## src/rtl/sram_axi_bridge.sv

```systemverilog
// sram_axi_bridge: NCH SRAM-like request channels merged onto one AXI3/AXI4
// master port. Round-robin grant of at most one request per cycle. Each
// channel may have up to MAX_OUT reads in flight. A channel's write waits
// until all of that channel's reads have returned. Only one write is in
// flight at a time.
// Optional feature macro: SRAM_AXI_RAW_ADDR_CHECK_EN. When it is defined, a
// pending write blocks only reads that target the same word or come from the
// writing channel. When it is undefined, a pending write blocks every read.
module sram_axi_bridge #(
  parameter int NCH     = 2,
  parameter int MAX_OUT = 2
) (
  input  logic              clk,
  input  logic              resetn,
  input  logic [NCH-1:0]    sram_req,
  input  logic [NCH-1:0]    sram_wr,
  input  logic [2*NCH-1:0]  sram_size,
  input  logic [4*NCH-1:0]  sram_wstrb,
  input  logic [32*NCH-1:0] sram_addr,
  input  logic [32*NCH-1:0] sram_wdata,
  output logic [NCH-1:0]    sram_addr_ok,
  output logic [NCH-1:0]    sram_data_ok,
  output logic [32*NCH-1:0] sram_rdata,
  output logic [3:0]        arid,
  output logic [31:0]       araddr,
  output logic [7:0]        arlen,
  output logic [2:0]        arsize,
  output logic [1:0]        arburst,
  output logic [1:0]        arlock,
  output logic [3:0]        arcache,
  output logic [2:0]        arprot,
  output logic              arvalid,
  input  logic              arready,
  input  logic [3:0]        rid,
  input  logic [31:0]       rdata,
  input  logic [1:0]        rresp,
  input  logic              rlast,
  input  logic              rvalid,
  output logic              rready,
  output logic [3:0]        awid,
  output logic [31:0]       awaddr,
  output logic [7:0]        awlen,
  output logic [2:0]        awsize,
  output logic [1:0]        awburst,
  output logic [1:0]        awlock,
  output logic [3:0]        awcache,
  output logic [2:0]        awprot,
  output logic              awvalid,
  input  logic              awready,
  output logic [3:0]        wid,
  output logic [31:0]       wdata,
  output logic [3:0]        wstrb,
  output logic              wlast,
  output logic              wvalid,
  input  logic              wready,
  input  logic [3:0]        bid,
  input  logic [1:0]        bresp,
  input  logic              bvalid,
  output logic              bready
);

  localparam int CW = (NCH > 1) ? $clog2(NCH) : 1;

  typedef enum logic [1:0] {
    W_IDLE  = 2'd0,
    W_SEND  = 2'd1,
    W_WAITB = 2'd2
  } w_state_e;

  w_state_e        w_state_q;
  logic [CW-1:0]   rr_q;
  logic [3:0]      rd_cnt_q [NCH];

  logic            arvalid_q;
  logic [3:0]      arid_q;
  logic [31:0]     araddr_q;
  logic [2:0]      arsize_q;

  logic            awvalid_q;
  logic            wvalid_q;
  logic [CW-1:0]   wr_ch_q;
  logic [31:0]     wr_addr_q;
  logic [2:0]      awsize_q;
  logic [31:0]     wdata_q;
  logic [3:0]      wstrb_q;

  logic [NCH-1:0]  rd_elig;
  logic [NCH-1:0]  wr_elig;
  logic [NCH-1:0]  raw_blk;
  logic [NCH-1:0]  rd_inc;
  logic [NCH-1:0]  rd_dec;
  logic            ar_free;
  logic            gnt_valid;
  logic            gnt_wr;
  logic [CW-1:0]   gnt_ch;
  logic            rd_gnt;
  logic            wr_gnt;
  logic            b_done;
  logic [31:0]     sel_addr;
  logic [1:0]      sel_size;
  logic [3:0]      sel_wstrb;
  logic [31:0]     sel_wdata;
  logic            unused_ok;

  assign ar_free = !arvalid_q || arready;
  assign rd_gnt  = gnt_valid && !gnt_wr;
  assign wr_gnt  = gnt_valid && gnt_wr;
  assign b_done  = (w_state_q == W_WAITB) && bvalid && (bid == 4'(wr_ch_q));

  // Per-channel eligibility, including the read-after-write block.
  always_comb begin
    rd_elig = '0;
    wr_elig = '0;
    raw_blk = '0;
    for (int i = 0; i < NCH; i++) begin
`ifdef SRAM_AXI_RAW_ADDR_CHECK_EN
      raw_blk[i] = (w_state_q != W_IDLE) &&
                   ((sram_addr[32*i+2 +: 30] == wr_addr_q[31:2]) || (wr_ch_q == CW'(i)));
`else
      raw_blk[i] = (w_state_q != W_IDLE);
`endif
      rd_elig[i] = sram_req[i] && !sram_wr[i] && ar_free &&
                   (rd_cnt_q[i] < 4'(MAX_OUT)) && !raw_blk[i];
      wr_elig[i] = sram_req[i] && sram_wr[i] && (w_state_q == W_IDLE) &&
                   (rd_cnt_q[i] == 4'd0);
    end
  end

  // Round-robin search: first eligible channel at or after rr_q.
  always_comb begin
    logic [CW:0] sum;
    gnt_valid = 1'b0;
    gnt_wr    = 1'b0;
    gnt_ch    = '0;
    sum       = '0;
    for (int k = 0; k < NCH; k++) begin
      sum = {1'b0, rr_q} + (CW+1)'(k);
      if (sum >= (CW+1)'(NCH)) sum = sum - (CW+1)'(NCH);
      for (int i = 0; i < NCH; i++) begin
        if (!gnt_valid && (sum[CW-1:0] == CW'(i)) && (rd_elig[i] || wr_elig[i])) begin
          gnt_valid = 1'b1;
          gnt_wr    = wr_elig[i];
          gnt_ch    = CW'(i);
        end
      end
    end
  end

  // Request fields of the granted channel.
  always_comb begin
    sel_addr  = '0;
    sel_size  = '0;
    sel_wstrb = '0;
    sel_wdata = '0;
    for (int i = 0; i < NCH; i++) begin
      if (gnt_ch == CW'(i)) begin
        sel_addr  = sram_addr[32*i +: 32];
        sel_size  = sram_size[2*i +: 2];
        sel_wstrb = sram_wstrb[4*i +: 4];
        sel_wdata = sram_wdata[32*i +: 32];
      end
    end
  end

  // Handshakes back to the channels; read data is broadcast, data_ok picks the owner.
  always_comb begin
    sram_addr_ok = '0;
    sram_data_ok = '0;
    rd_inc       = '0;
    rd_dec       = '0;
    for (int i = 0; i < NCH; i++) begin
      sram_addr_ok[i] = gnt_valid && (gnt_ch == CW'(i));
      sram_data_ok[i] = (rvalid && (rid == 4'(i))) || (b_done && (wr_ch_q == CW'(i)));
      rd_inc[i]       = rd_gnt && (gnt_ch == CW'(i));
      rd_dec[i]       = rvalid && rlast && (rid == 4'(i));
    end
  end

  assign sram_rdata = {NCH{rdata}};

  // Round-robin pointer advances past each granted channel.
  always_ff @(posedge clk or negedge resetn) begin
    if (!resetn) begin
      rr_q <= '0;
    end else if (gnt_valid) begin
      rr_q <= (gnt_ch == CW'(NCH-1)) ? '0 : gnt_ch + 1'b1;
    end
  end

  // Outstanding read counters; a grant and a last beat in the same cycle cancel.
  always_ff @(posedge clk or negedge resetn) begin
    if (!resetn) begin
      for (int i = 0; i < NCH; i++) rd_cnt_q[i] <= 4'd0;
    end else begin
      for (int i = 0; i < NCH; i++) begin
        if (rd_inc[i] && !rd_dec[i])      rd_cnt_q[i] <= rd_cnt_q[i] + 4'd1;
        else if (rd_dec[i] && !rd_inc[i]) rd_cnt_q[i] <= rd_cnt_q[i] - 4'd1;
      end
    end
  end

  // AR register: loaded on a read grant, held until arready.
  always_ff @(posedge clk or negedge resetn) begin
    if (!resetn) begin
      arvalid_q <= 1'b0;
      arid_q    <= '0;
      araddr_q  <= '0;
      arsize_q  <= '0;
    end else if (rd_gnt) begin
      arvalid_q <= 1'b1;
      arid_q    <= 4'(gnt_ch);
      araddr_q  <= sel_addr;
      arsize_q  <= {1'b0, sel_size};
    end else if (arready) begin
      arvalid_q <= 1'b0;
    end
  end

  // Write FSM: AW and W complete independently, then wait for the matching B.
  always_ff @(posedge clk or negedge resetn) begin
    if (!resetn) begin
      w_state_q <= W_IDLE;
      awvalid_q <= 1'b0;
      wvalid_q  <= 1'b0;
      wr_ch_q   <= '0;
      wr_addr_q <= '0;
      awsize_q  <= '0;
      wdata_q   <= '0;
      wstrb_q   <= '0;
    end else begin
      case (w_state_q)
        W_IDLE: begin
          if (wr_gnt) begin
            w_state_q <= W_SEND;
            awvalid_q <= 1'b1;
            wvalid_q  <= 1'b1;
            wr_ch_q   <= gnt_ch;
            wr_addr_q <= sel_addr;
            awsize_q  <= {1'b0, sel_size};
            wdata_q   <= sel_wdata;
            wstrb_q   <= sel_wstrb;
          end
        end
        W_SEND: begin
          if (awready) awvalid_q <= 1'b0;
          if (wready)  wvalid_q  <= 1'b0;
          if ((!awvalid_q || awready) && (!wvalid_q || wready)) w_state_q <= W_WAITB;
        end
        W_WAITB: begin
          if (b_done) w_state_q <= W_IDLE;
        end
        default: w_state_q <= W_IDLE;
      endcase
    end
  end

  assign arvalid = arvalid_q;
  assign arid    = arid_q;
  assign araddr  = araddr_q;
  assign arsize  = arsize_q;
  assign arlen   = 8'd0;
  assign arburst = 2'b01;
  assign arlock  = 2'b00;
  assign arcache = 4'd0;
  assign arprot  = 3'd0;
  assign rready  = 1'b1;

  assign awvalid = awvalid_q;
  assign awid    = 4'(wr_ch_q);
  assign awaddr  = wr_addr_q;
  assign awsize  = awsize_q;
  assign awlen   = 8'd0;
  assign awburst = 2'b01;
  assign awlock  = 2'b00;
  assign awcache = 4'd0;
  assign awprot  = 3'd0;

  assign wvalid  = wvalid_q;
  assign wid     = 4'(wr_ch_q);
  assign wdata   = wdata_q;
  assign wstrb   = wstrb_q;
  assign wlast   = 1'b1;
  assign bready  = 1'b1;

  // Response codes are not reported back to the channels.
  assign unused_ok = ^{rresp, bresp};

endmodule

```

## config.mk

```make
export PLATFORM = sky130hd
export DESIGN_NAME = sram_axi_bridge
export DESIGN_NICKNAME = d
export VERILOG_FILES = /design/src/rtl/sram_axi_bridge.sv
export SDC_FILE = /design/constraint.sdc
export NUM_CORES = 1
export LEC_CHECK = 0
export CORE_AREA = 5 5 162 164
export CTS_CLUSTER_DIAMETER = 100
export DETAILED_ROUTE_END_ITERATION = 10
export DIE_AREA = 0 0 167 169
export PLACE_DENSITY_LB_ADDON = 0.08
export SLEW_MARGIN = 20
export SYNTH_ARGS = -nofsm -noshare
export SYNTH_HDL_FRONTEND = slang
export SYNTH_SLANG_ARGS = --single-unit
export TNS_END_PERCENT = 30
```

## constraint.sdc

```tcl
create_clock -name clk -period 3.2 [get_ports clk]
set_clock_uncertainty 0.15 [all_clocks]
set_input_delay 0.32 -clock clk [delete_from_list [all_inputs] [get_ports clk]]
set_output_delay 0.32 -clock clk [all_outputs]
set_load 0.02 [all_outputs]
```

==> flow_metrics.tcl <==
set metrics [dict create \
    status "complete, no violations" \
    wl_per_cell_um 16.0 \
    clkLatencyLatePin_ps 410 \
    start_kind "input pin" \
    dpl.hpwl_um 14400 \
    worstPathRequired_ps 2730 \
    p_total_uw 8980 \
    ctsHtreeMaxLevel 4 \
    clock.fmax_mhz 334 \
    ys_seq_elements 120 \
    gr-max-usage-layer "met2" \
    cpLargestDelayFamily "buffers and inverters" \
    p_switching_uw 3300 \
    synth_area_per_cell_um2 11.6 \
    path_max_fanout 2 \
    antenna_found_initial 0 \
    vias 4691 \
    peakVddDrop_mv 0.340 \
    path_class "input pin to output port" \
    grt_max_degree 65 \
    path_buf_inv 3 \
    drt_iter0_drc 108 \
    fin_cells 1160 \
    rows 58 \
    wl_um 18600 \
    min_period_over_period 0.935 \
    power.density_nw_per_um2 908 \
    netlist_area_um2 6870 \
    cts_tree "done" \
    p_seq_frac 0.305 \
    drv_slew 0 \
    pin_count 426 \
    coreArea_um2 24700 \
    ys_types 42 \
    placed_cell_area_um2 9310 \
    die_y_um 169 \
    netSwitchingFraction 0.368 \
    cpPeakStageDelay_ps 670 \
    p_leak_uw 0.00505 \
    dr.pass1.iters 4 \
    cts_resized 0 \
    via_per_inst 4.04 \
    gr-total-overflow 0 \
    hp-class "flip-flop to flip-flop" \
    clkTransAtPathRegs_ps 50 \
    fin_crit_ps 2990 \
    grt_use_met3 0.0654 \
    timing.slew.headroom 0.416 \
    syn2layout_area_growth_pct 43.9 \
    start_util 0.278 \
    clk_path_buf_depth 2 \
    yosysWarnings 0 \
    grt_pass1_wl_um 28600 \
    power_frac_clock 0.205 \
    arrival_ps 2520 \
    grt_pass1_vias 5243 \
    final_antenna_net_count 0 \
    drive_gt1_frac 0.164 \
    cts_buffers 17 \
    io_buffers 273 \
    cap_violations 0 \
    syn-instance-count 591 \
    setup_viol 0 \
    ys_seq_area_frac 0.437 \
    die_area_um2 28200 \
    crit_top_cell "clkdlybuf4s50_1" \
    finalHoldViolCount 0 \
    nNetsFinal 1023 \
    drcViolationCount 0 \
    dp.cells 1129 \
    final_cell_area_um2 9880 \
    tightest_slew_ps 877 \
    rsz0062_at_grt "no" \
    gp_congestion 0.774 \
    end_kind "output port" \
    grtUsageMet2 0.215 \
    crit_slowest_cell "or4b_2" \
    cts_root_buf "clkbuf_16" \
    share_comb_of_total_power 0.489 \
    p_int_uw 5680 \
    diodes 0 \
    worstPathCellList "clkdlybuf4s50_1, or4b_2, nor3_1, inv_1, o21ai_0, clkdlybuf4s50_1" \
    met1_usage 0.139 \
    clkSinkCount 120 \
    fp.dieW_um 167 \
    grt_usage 0.128 \
]
[cells in the final DEF (no fill, tap or decap), types with 3 or more instances in the layout]
cell type        netlist  layout
clkbuf_16              0      17
o21ai_0                4       4
xnor2_1                6       6
nand2b_1               4       4
dfrtp_1              120     120
conb_1                 2      52
mux2_2                72      72
ha_1                   6       5
o22ai_1                3       3
nor2_1                 5       5
xor2_1                 3       3
buf_4                122      23
nor2b_1                5       4
mux2i_1              102     102
clkdlybuf4s50_1        0     272
nand2_1               14      14
buf_12                 4       3
clkinv_2               0       5
inv_1                 75      74
[per-stage QoR]
step                      hold slack, ps  worst slack, ps   util  TNS [ps]
after floorplan                     -126            -16.9      -     -16.9
after global placement               312            -11.1  0.376     -11.1
after detailed placement             315            -75.5  0.376      -103
after CTS                            322              180  0.399         0
after global routing                 348             6.49  0.399         0
final                                314              208  0.399         0
[power by group through the flow]
stage | registers [uW] | clock network, uW | logic, uW
2_1_floorplan | 3510 | 0 | 1760
3_5_place_dp | 2760 | 0 | 4490
6_report | 2740 | 1840 | 4390
3_3_place_gp | 2740 | 0 | 4440
4_1_cts | 2760 | 1920 | 4500
5_1_grt | 2850 | 1980 | 4740
[layer usage]
layer  wire length, um  part of all wire
met5                 0                 0
met4               383             0.021
met3              1980              0.11
met2              9130              0.49
met1              7070              0.38
[sequential cells by signal, indices dropped and copies added (netlist names), 2 cells and up]
register	cells
araddr	32
awaddr	32
wdata	32
rd_cnt_q	8
wstrb	4
arsize	2
awsize	2
w_state_q	2
[worst reg2reg max path, stage by stage, from the launching register on]
cell and delay [ps]:
dfrtp_1 420, nor4b_4 330, nand2_1 120, a311oi_1 310
buf_4 180, nor2b_4 40, and2_1 130, ha_1 200
inv_1 70, ha_1 220, a21o_1 180, a21oi_1 160
xnor2_1 130, nor2_1 60, xor2_1 140
[cells by family after synthesis]
logic type,count (synthesis),synth area share
other cells,2,0.00109
flops,120,0.437
compound gates,20,0.0224
fa+ha+maj,8,0.0168
buf+inv,216,0.208
mux,176,0.270
simple gates,40,0.0330
xor+xnor,9,0.0115
[cell usage after synthesis (all sizes together)]
cell type,number,area share
a21o,2,0.0022
fa,2,0.0058
a31oi,2,0.0018
o21ai,4,0.0029
nand2b,4,0.0036
nand2,14,0.0077
a311oi,1,0.0013
a21oi,2,0.0015
buf,139,0.17
nand3,2,0.0015
xnor2,6,0.0077
xor2,3,0.0038
conb,2,0.0011
o21bai,1,0.0011
nor2b,5,0.0046
nor4b,2,0.0047
o22ai,3,0.0027
or4b,1,0.0015
and4b,1,0.0015
nor2,5,0.0027
mux2i,102,0.15
nor3,2,0.0015
inv,76,0.042
clkbuf,1,0.00055
o2111ai,1,0.0022
a22o,1,0.0013
ha,6,0.011
nand3b,1,0.0011
mux2,74,0.12
o211ai,2,0.0042
a32oi,1,0.0013
dfrtp,120,0.44
or3,1,0.00091
and2,2,0.0018
[worst paths after layout]
kind,start,to,slack (ps),depth (start not counted)
max in group asynchronous,resetn,wdata[1]$_DFFE_PN0P_,1700,3
min in group asynchronous,resetn,awaddr[12]$_DFFE_PN0P_,400,2
worst max-delay path,bid[1],sram_data_ok[1],210,6
worst max register to register,rd_cnt_q[6]$_DFFE_PN0P_,rd_cnt_q[7]$_DFFE_PN0P_,220,14
worst min register to register,rd_cnt_q[3]$_DFFE_PN0P_,rd_cnt_q[3]$_DFFE_PN0P_,310,1
worst min-delay path,rd_cnt_q[3]$_DFFE_PN0P_,rd_cnt_q[3]$_DFFE_PN0P_,310,1
[repair_timing]
item | in CTS | in global routing
hold buffers | 1 | 0
endpoints found under the hold margin | 62 | 0
buffers inserted | 0 | 0
[final cells by class]
| type | count | area (um^2) |
|---|---|---|
| Clock buffer | 21 | 460 |
| Clock inverter | 9 | 101 |
| Fill cell | 2416 | 14900 |
| Inverter | 76 | 285 |
| Multi-Input combinational cell | 305 | 2660 |
| Sequential cell | 120 | 3000 |
| Tap cell | 330 | 413 |
| Timing Repair Buffer | 299 | 2970 |
Power figures use the tool's default switching activity.
